### src/rtl/pe_timer.sv
// pe_timer: memory-mapped programmable down-counting timer for the bridge bus.
// Five word-spaced registers starting at BASE: CTRL, PRESCALE, LOAD, COUNT, STATUS.
// A prescaler divides the clock into ticks. Each tick decrements COUNT.
// When COUNT reaches zero, the timer sets a sticky expiry flag and then
// either reloads COUNT from LOAD or stops (one-shot mode).
module pe_timer #(
  parameter logic [11:0] BASE = 12'h020
) (
  input  logic        clk,
  input  logic        rst,
  input  logic [11:0] addr,
  input  logic        wen,
  input  logic [31:0] wdata,
  output logic [31:0] rdata,
  output logic        irq
);

  localparam logic [11:0] OFF_CTRL     = BASE + 12'h000;
  localparam logic [11:0] OFF_PRESCALE = BASE + 12'h004;
  localparam logic [11:0] OFF_LOAD     = BASE + 12'h008;
  localparam logic [11:0] OFF_COUNT    = BASE + 12'h00C;
  localparam logic [11:0] OFF_STATUS   = BASE + 12'h010;

  logic        en;
  logic        auto_rl;
  logic        ie;
  logic [15:0] prescale;
  logic [31:0] load;
  logic [31:0] count;
  logic        exp_flag;
  logic [15:0] pc;

  logic wr_ctrl;
  logic wr_prescale;
  logic wr_load;
  logic wr_count;
  logic wr_status;
  logic tick;
  logic expire;

  assign wr_ctrl     = wen && (addr == OFF_CTRL);
  assign wr_prescale = wen && (addr == OFF_PRESCALE);
  assign wr_load     = wen && (addr == OFF_LOAD);
  assign wr_count    = wen && (addr == OFF_COUNT);
  assign wr_status   = wen && (addr == OFF_STATUS);

  assign tick   = en && (pc == prescale);
  assign expire = tick && (count == 32'd0);

  assign irq = exp_flag & ie;

  // Control bits: a CTRL write beats the one-shot self-stop on the same edge.
  always_ff @(posedge clk) begin
    if (rst) begin
      en      <= 1'b0;
      auto_rl <= 1'b0;
      ie      <= 1'b0;
    end else if (wr_ctrl) begin
      en      <= wdata[0];
      auto_rl <= wdata[1];
      ie      <= wdata[2];
    end else if (expire && !auto_rl) begin
      en <= 1'b0;
    end
  end

  // Prescale and reload registers are plain software-written storage.
  always_ff @(posedge clk) begin
    if (rst) begin
      prescale <= 16'd0;
      load     <= 32'd0;
    end else begin
      if (wr_prescale) prescale <= wdata[15:0];
      if (wr_load)     load     <= wdata;
    end
  end

  // Prescaler counter: restarts on a PRESCALE write or on enable, wraps on tick.
  always_ff @(posedge clk) begin
    if (rst) begin
      pc <= 16'd0;
    end else if (wr_prescale) begin
      pc <= 16'd0;
    end else if (wr_ctrl && !en && wdata[0]) begin
      pc <= 16'd0;
    end else if (en) begin
      pc <= tick ? 16'd0 : pc + 16'd1;
    end
  end

  // Main count: a software write wins over the tick; decrement never underflows.
  always_ff @(posedge clk) begin
    if (rst) begin
      count <= 32'd0;
    end else if (wr_count) begin
      count <= wdata;
    end else if (tick) begin
      if (count != 32'd0) begin
        count <= count - 32'd1;
      end else if (auto_rl) begin
        count <= load;
      end
    end
  end

  // Sticky expiry flag: setting it beats a simultaneous write-1-to-clear.
  always_ff @(posedge clk) begin
    if (rst) begin
      exp_flag <= 1'b0;
    end else if (expire) begin
      exp_flag <= 1'b1;
    end else if (wr_status && wdata[0]) begin
      exp_flag <= 1'b0;
    end
  end

  // Zero-latency read mux; unmapped offsets read as zero.
  always_comb begin
    rdata = 32'd0;
    case (addr)
      OFF_CTRL:     rdata = {29'd0, ie, auto_rl, en};
      OFF_PRESCALE: rdata = {16'd0, prescale};
      OFF_LOAD:     rdata = load;
      OFF_COUNT:    rdata = count;
      OFF_STATUS:   rdata = {31'd0, exp_flag};
      default:      rdata = 32'd0;
    endcase
  end

endmodule
### config.mk
export PLATFORM = sky130hd
export DESIGN_NAME = pe_timer
export DESIGN_NICKNAME = d
export VERILOG_FILES = /design/src/rtl/pe_timer.sv
export SDC_FILE = /design/constraint.sdc
export NUM_CORES = 1
export LEC_CHECK = 0
export BUFFER_PORTS_ARGS = -buffer_cell sky130_fd_sc_hd__buf_4
export CORE_AREA = 4 4 88 131
export CTS_CLUSTER_DIAMETER = 30
export CTS_CLUSTER_SIZE = 25
export DETAILED_ROUTE_END_ITERATION = 7
export DIE_AREA = 0 0 92 135
export HOLD_SLACK_MARGIN = 0.08
export PLACE_DENSITY = 0.79
export SLEW_MARGIN = 10
export SYNTH_ARGS = -nofsm -noshare
export SYNTH_HDL_FRONTEND = slang
export SYNTH_SLANG_ARGS = --single-unit
### constraint.sdc
create_clock -name clk -period 3.1 [get_ports clk]
set_input_delay 0.155 -clock clk [delete_from_list [all_inputs] [get_ports clk]]
set_output_delay 0.155 -clock clk [all_outputs]
set_load 0.005 [all_outputs]
# Yosys cells after proc, flatten, opt, wreduce, memory -nomap -nowiden
# Cells that the tools add are included.
[totals] mem_bits_ro=0 n_memories=0 latch_bits=0 mem_bits_rw=0 output_inout_bits=33 ff_bits=100 input_bits=47
[op_classes] muxes=10 magnitude_cmp=0 n_div=0 n_addsub=2 n_eq_ne=6 shifts=0 n_reduce_logical=21 n_mul=0 bitwise=1
[op_table] cell="$pmux 32 s5" n=1
[op_table] cell="$mux 32" n=4
[op_table] cell="$eq 12x6->1 const B" n=5
[op_table] cell="$logic_not 32->1" n=1
[op_table] cell="$reduce_bool 32->1" n=1
[op_table] cell="$sub 32x1->32 const B" n=1
[op_table] cell="$add 16x1->16 const B" n=1
[op_table] cell="$eq 16x16->1" n=1
[op_table] cell="$mux 16" n=1
[op_table] cell="$logic_and 1x1->1" n=11
[op_table] cell="$reduce_bool 2->1" n=3
[op_table] cell="$mux 1" n=4
[op_table] cell="$reduce_bool 3->1" n=1
[op_table] cell="$reduce_or 3->1" n=1
[op_table] cell="$logic_not 1->1" n=2
[op_table] cell="$reduce_and 2->1" n=1
[op_table] cell="$and 1x1->1" n=1

# Depth between registers and ports, before layout
# Gate-level depths: netlist of the first run.
[logic_depth] depth_word=6 depth_mapped=10 ltp_nobuf=8

# Worst setup path before layout of the first run
# Ideal clock, no wire load.
[synth_path] kind="reg-to-reg" from="reg count[4]" to="reg count[29]" setup_time_ps=120 n_path_buf=1 setup_slack_ps=609 stages_incl_launch_ff=8 t_arrival_ps=2372 cell_sequence="dfxtp_1 > or4_4 > buf_6 > or3_4 > or4_1 > or4_1 > a21oi_1 > a21oi_1"
[synth_via] elab_chain_len=4
[synth_lines] item="start: declaration" line="29" rtl="logic [31:0] count;"
[synth_lines] item="start signal: assignment" line="96" rtl="count <= wdata;"
[synth_lines] item="start signal: assignment" line="99" rtl="count <= count - 32'd1;"
[synth_lines] item="start signal: assignment" line="101" rtl="count <= load;"
[synth_lines] item="$sub 32x1->32 / $reduce_bool 32->1 (equally long branches)" line="99, 98"
[synth_lines] item="$mux 32" line="98" rtl="if (count != 32'd0) begin"
[synth_lines] item="$mux 32" line="97" rtl="end else if (tick) begin"
[synth_lines] item="$mux 32" line="95" rtl="end else if (wr_count) begin"
# Several ways; a longest one is shown, not always the timed one. The select of a mux whose other input is x is not followed.
# A chain may end at the register's enable or synchronous reset.

# Worst setup path after layout of the first run
[layout_path] from="reg count[4]" to="reg count[7]"
# Same word-level chain as after synthesis.

==> impl_results.md, run 1 <==
* Status: finished clean
* Mapped cell area at 5940 um2
* TritonCTS clock tree: done
* Internal power at 2020 uW
* Peak VDD IR at 0.000371 V
* Synth unique cells at 59
* Sink Count at 100
* Commonest non-fill, non-tap cells in the layout: nand2_1 (134), buf_4 (113), dfxtp_1 (100)
* EDFF count, synth at 0
* Crit path required time at 3.38 ns
* Vias in the first global route at 6181
* Setup TNS at 0 ns
* Largest net degree at the start of global routing at 37
* Clock-pin slew on the worst setup and hold paths at 0.07 ns
* Final hold violation count at 0
* Switching pwr at 616 uW
* Static leakage at 0.00279 uW
* Die X at 92 um
* Warnings from Yosys at 0
* RSZ-0062 raised after global routing: no
* Post-layout util at 0.699
* Critical Path End Type: register
* CP arrival at 3.07 ns
* Clk root buf: clkbuf_16
* Hold_ws at 0.0886 ns
* Die Y at 135 um
* Initial antenna violation count at 0
* Core area at 10500 um2
* Most common cell after layout, fill and taps aside: nand2_1
* CTS hold repair buffers at 28
* Seq cells post-synth at 100
* Routed Antenna Nets at 0
* Worst Hold Class: input port to register
* Via Count at 6277
* Max-cap violations at 0
* Synth Instances at 779
* Relative slew slack at 0.453
* Synthesis-to-layout area growth at 23.3%
* Worst slew pin tran at 0.818 ns
* Routed wire length at 20.0 mm
* First-pass GRT wire length at 32.0 mm
* Clock group share of total power at 0.450
* Share of layout cells above drive strength 1 at 0.178
* Worst-Skew Late Latency at 0.34 ns
* DR vias/cell at 6.14
* Register area at 2000 um2
* Fillers at 921
* Setup violations, final at 0
* Final period util at 0.899
* Placement Cell Area at 6730 um2
* Resize count post-CTS at 0
* Die area at 12400 um2
* Post-synth net total at 829
* Worst Path Max Fanout at 11
* Clock period minus worst slack at 2.79 ns
* Clock Path Buffers at 2
* PwrDens at 360 nW/um2
* Reg power frac at 0.487
* # rows at 46
* Initial core utilization at 0.567
* H-tree Lvls at 3
* Initial drt markers at 503
* Post-synth top flop: dfxtp_1
* Postcts setup bufs at 0
* Multi-input gate area at 3680 um2
* Achievable frequency at 359 MHz
* Syn avg cell area at 7.63 um2
* GRT overflow at 0
* Max-slew violation total from the final report at 0
* Cts bufs inserted at 9
* DRC at 0
* DR WL/cell at 19.6 um
* GRT Util Overall at 0.324
* Seq/Total Area, Yosys at 0.337
* Post-DP HPWL at 14.4 mm
* Skew final at 0.00515 ns
* Final Wtd Congestion at 0.958
* Synth async-reset ratio at 0
* Post-route cell area at 7320 um2
* NumNets Final at 923
* Critical path class: register to register
* Port Buf Inserts at 79
* DR pass1 iterations at 5
* Type of origin of the critical path: register
* Sw Share at 0.234
* # IOs at 80
* Part of the power in combinational logic at 0.063
layout make-up:
class,instances,area share
clock inverter,6,0.00957
clock buffer,10,0.0326
inverter,6,0.00308
timing repair buffer,141,0.154
sequential,100,0.273
multi-input combinational,615,0.502
antenna,1,0.000342
tap,144,0.0246
path summary, 6_finish.rpt:
check | cells after the start | endpoint | start | slack (ns)
worst max-delay path | 6 | count[7] | count[4] | 0.31
worst min-delay path | 3 | load[31] | wdata[31] | 0.09
worst max register to register | 6 | count[7] | count[4] | 0.31
worst min register to register | 2 | load[9] | load[9] | 0.47
worst max-delay path, stage by stage (launching register included):
cell,delay [ns]
dfxtp_1,0.38
or4_4,0.63
or4_1,0.62
nor4_2,0.56
nor2_1,0.11
o311a_1,0.34
nor2_1,0.09
synth_stat cells (3+ instances only):
master	number	share of area
mux2_2	13	0.025
nand2_1	134	0.085
or2_2	3	0.0032
nor2_1	77	0.049
and2_1	7	0.0074
nand2b_1	3	0.0032
nor3_1	16	0.013
nand3_1	31	0.026
xnor2_1	31	0.046
o31ai_1	4	0.0051
clkbuf_1	43	0.027
a22oi_1	17	0.021
buf_1	5	0.0032
or4_1	8	0.010
xor2_1	16	0.024
o211ai_1	3	0.0038
nor4_1	14	0.015
o21ai_0	37	0.031
a2111oi_0	3	0.0044
a211o_1	9	0.013
mux2i_1	26	0.044
and3_1	11	0.012
dfxtp_1	100	0.34
buf_2	8	0.0067
inv_1	6	0.0038
a21oi_1	72	0.061
a211oi_1	14	0.018
nor3b_1	3	0.0038
or3_1	3	0.0032
mux4_2	3	0.011
nand4_1	17	0.018
ha_1	3	0.0063
routing by layer:
layer,track usage,share of wire,wire (um),vias to the layer above
met1,0.365,0.38,7620,2996
met3,0.0385,0.049,973,56
met4,0.156,0.040,804,0
met5,0,0,0,-
li1,-,-,-,2966
met2,0.598,0.53,10600,259
power groups by stage:
stage / logic (uW) / clock network (uW) / registers (uW)
after global routing: 175 / 1240 / 1280
after global placement: 131 / 0 / 1310
after detailed placement: 133 / 0 / 1310
after CTS: 162 / 1200 / 1280
final: 165 / 1190 / 1280
after floorplan: 54.1 / 0 / 1310
sequential cells by signal, summed over array words and instances, names as in the netlist:
| register | count |
|---|---|
| auto_rl | 1 |
| en | 1 |
| ie | 1 |
| count | 32 |
| prescale | 16 |
| load | 32 |
| pc | 16 |
| exp_flag | 1 |
cells by family after synthesis:
group	count (synthesis)	synth area share
adder cells (fa/ha/maj)	3	0.00632
multiplexers	42	0.0798
AND/OR/NAND/NOR	347	0.279
flip-flops	100	0.337
buffers and inverters	64	0.0446
AO/OA/AOI/OAI	176	0.183
XOR/XNOR	47	0.0693
per-stage QoR:
step / instances / setup slack, ns / power [uW]
after floorplan: 779 / 0.609 / 1370
after global placement: 978 / 0.386 / 1440
after detailed placement: 978 / 0.317 / 1450
after CTS: 1022 / 0.294 / 2650
after global routing: 1022 / 0.142 / 2700
final: 1023 / 0.314 / 2640
Note: power is estimated with default switching activity, not from simulation.
==> run 2, diff against run 1 <==
--- a/config.mk
+++ b/config.mk
@@ -6,13 +6,16 @@
 export NUM_CORES = 1
 export LEC_CHECK = 0
 export BUFFER_PORTS_ARGS = -buffer_cell sky130_fd_sc_hd__buf_4
-export CORE_AREA = 4 4 88 131
+export CELL_PAD_IN_SITES_DETAIL_PLACEMENT = 1
+export CELL_PAD_IN_SITES_GLOBAL_PLACEMENT = 1
+export CORE_AREA = 4 4 101 151
 export CTS_CLUSTER_DIAMETER = 30
 export CTS_CLUSTER_SIZE = 25
 export DETAILED_ROUTE_END_ITERATION = 7
-export DIE_AREA = 0 0 92 135
+export DIE_AREA = 0 0 105 155
 export HOLD_SLACK_MARGIN = 0.08
-export PLACE_DENSITY = 0.79
+export PLACE_DENSITY_LB_ADDON = 0.1
+export SETUP_SLACK_MARGIN = 0.4
 export SLEW_MARGIN = 10
 export SYNTH_ARGS = -nofsm -noshare
 export SYNTH_HDL_FRONTEND = slang
==> run 2 against run 1 <==
  * Flip-flop and latch count stayed put
  * Routed wire length is 13% higher
  * Clock-buffer cell count down 1
  * Largest cell class unchanged
==> impl_results.md, run 2 (synthesized netlist as in run 1, its figures left out) <==
* Status: finished clean
* Critical Path Max Stage Delay at 0.56 ns
* Skew final at 0.0110 ns
* Final period util at 0.861
* Register area at 2000 um2
* DR WL/cell at 21.5 um
* Slowest cell on crit path: nor4_1
* Multi-input gate area at 3750 um2
* Max-slew violation total from the final report at 0
* NumNets Final at 931
* Clock period minus worst slack at 2.67 ns
* Core area at 13900 um2
* Setup TNS at 0 ns
* Clock Path Buffers at 2
* Die area at 16300 um2
* Critical Path End Type: register
* Sink Count at 100
* Initial drt markers at 291
* Vias in the first global route at 6706
* Share of layout cells above drive strength 1 at 0.194
* Pre-CTS WS at 0.226 ns
* Routed wire length at 22.6 mm
* Max-cap violations at 0
* Critical path's most frequent cell: buf_4
* Diode count at 0
* Post-DP HPWL at 16.3 mm
* Cts bufs inserted at 9
* Final hold violation count at 0
* CP Depth at 8
* Final Power at 2660 uW
* Critical path class: register to register
* Via Count at 6304
* FF-to-FF Start: count[15]
* # rows at 53
* Clock-pin slew on the worst setup and hold paths at 0.08 ns
* Die Y at 155 um
* Top Family by Delay on Critical Path: simple AND/OR/NAND/NOR gates
* Initial antenna violation count at 0
* Relative slew slack at 0.507
* Port Buf Inserts at 79
* CP arrival at 2.93 ns
* Type of origin of the critical path: register
* First-pass GRT wire length at 36.1 mm
* Crit path required time at 3.36 ns
* Worst flop-to-flop path endpoint: count[30]
* DR pass1 iterations at 5
* Most common cell after layout, fill and taps aside: nand2_1
* Hold_ws at 0.0837 ns
* Worst Path Max Fanout at 9
* Synthesis-to-layout area growth at 25.8%
* Achievable frequency at 375 MHz
* Clk root buf: clkbuf_16
* GRT overflow at 0
* Buffers and inverters on the worst path at 3
* Fillers at 1745
* Crit. Startpoint: count[15]
* Largest net degree at the start of global routing at 38
* DR vias/cell at 6.00
* PwrDens at 356 nW/um2
* Reg2reg setup slack at 0.43 ns
* Die X at 105 um
* Placed insts at 1003
* Crit-path cells: buf_4 > nor4_1 > nand3b_1 > buf_4 > a2111oi_2 > buf_4 > nor2_1 > o31ai_1
* Layout Cells excl Fill at 1051
* Worst slew pin tran at 0.739 ns
* RSZ-0062 raised after global routing: yes
* Worst Setup Slack, final at 0.430 ns
* Worst reg2reg path depth at 8
* Setup crit end: count[30]
* # IOs at 80
* H-tree Lvls at 3
* TritonCTS clock tree: done
* Worst-Skew Late Latency at 0.36 ns
* DRC at 0
* Initial core utilization at 0.427
* Final Wtd Congestion at 0.913
* Routed Antenna Nets at 0
* Worst Hold Class: input port to register
* GRT Util Overall at 0.278
* Commonest non-fill, non-tap cells in the layout: nand2_1 (134), buf_4 (118), dfxtp_1 (100)
* Static leakage at 0.00284 uW
* Setup violations, final at 0
* Peak VDD IR at 0.000230 V
* Regs by FF count: count: 32 flops, load: 32 flops
[run 2: cell types whose count changed in the layout (fill, tap and decap cells not counted), moves of 2 or more]
cell       previous run  this run
a2111oi_2             0         2
buf_4               113       118
a2111oi_0             3         1
nor4_4                0         2
[run 2: through the flow]
step                      cell area, um2   util
after detailed placement            6790  0.488
after CTS                           7400  0.532
final                               7470  0.537
after floorplan                     5940      -
after global placement              6790  0.488
after global routing                7470  0.537
[run 2: worst min path at each step]
stage	start	end	slack, ns	cells after the start
finish	wdata[5]	load[5]	0.08	3
global route	wdata[5]	load[5]	0.08	3
CTS	wdata[1]	load[1]	0.08	3
detailed placement	wdata[22]	count[22]	0.37	3
global placement	wdata[20]	count[20]	0.37	3
floorplan	wdata[17]	count[17]	0.26	2
[run 2: timing repair]
| item | in CTS | in global routing |
|---|---|---|
| gates cloned | 0 | 1 |
| gates resized for setup | 5 | 11 |
| hold endpoints to repair | 43 | 1 |
| endpoints found under the setup margin | 8 | 21 |
| pin swaps | 1 | 2 |
| hold buffers | 28 | 1 |
| setup buffers | 0 | 2 |
[run 2: metal layers]
metal  global-route usage  part of all wire  vias up
li1                     -                 -     2988
met1                0.307              0.38     3083
met2                0.528              0.54      186
met3               0.0266             0.045       47
met4                0.134             0.031        0
met5                    0                 0        -
[run 2: power breakdown]
part	internal, uW	switching, uW
sequential	1280	0.173
clock	640	570
combinational	81.8	85.8
[run 2: layout make-up]
class                   instances  share of cell area
flip-flops and latches        100               0.268
clock buffers                   9              0.0301
clock inverters                 7              0.0110
inverters                       6             0.00301
well taps                     165              0.0276
multi-input cells             616               0.502
repair buffers                148               0.159
[run 2: worst min-delay path, delay by kind of cell]
kind / cells / cell delay, ns
AOI/OAI and AO/OA: 1 / 0.05
buffers and inverters: 1 / 0.13
and+or+nand+nor: 1 / 0.05
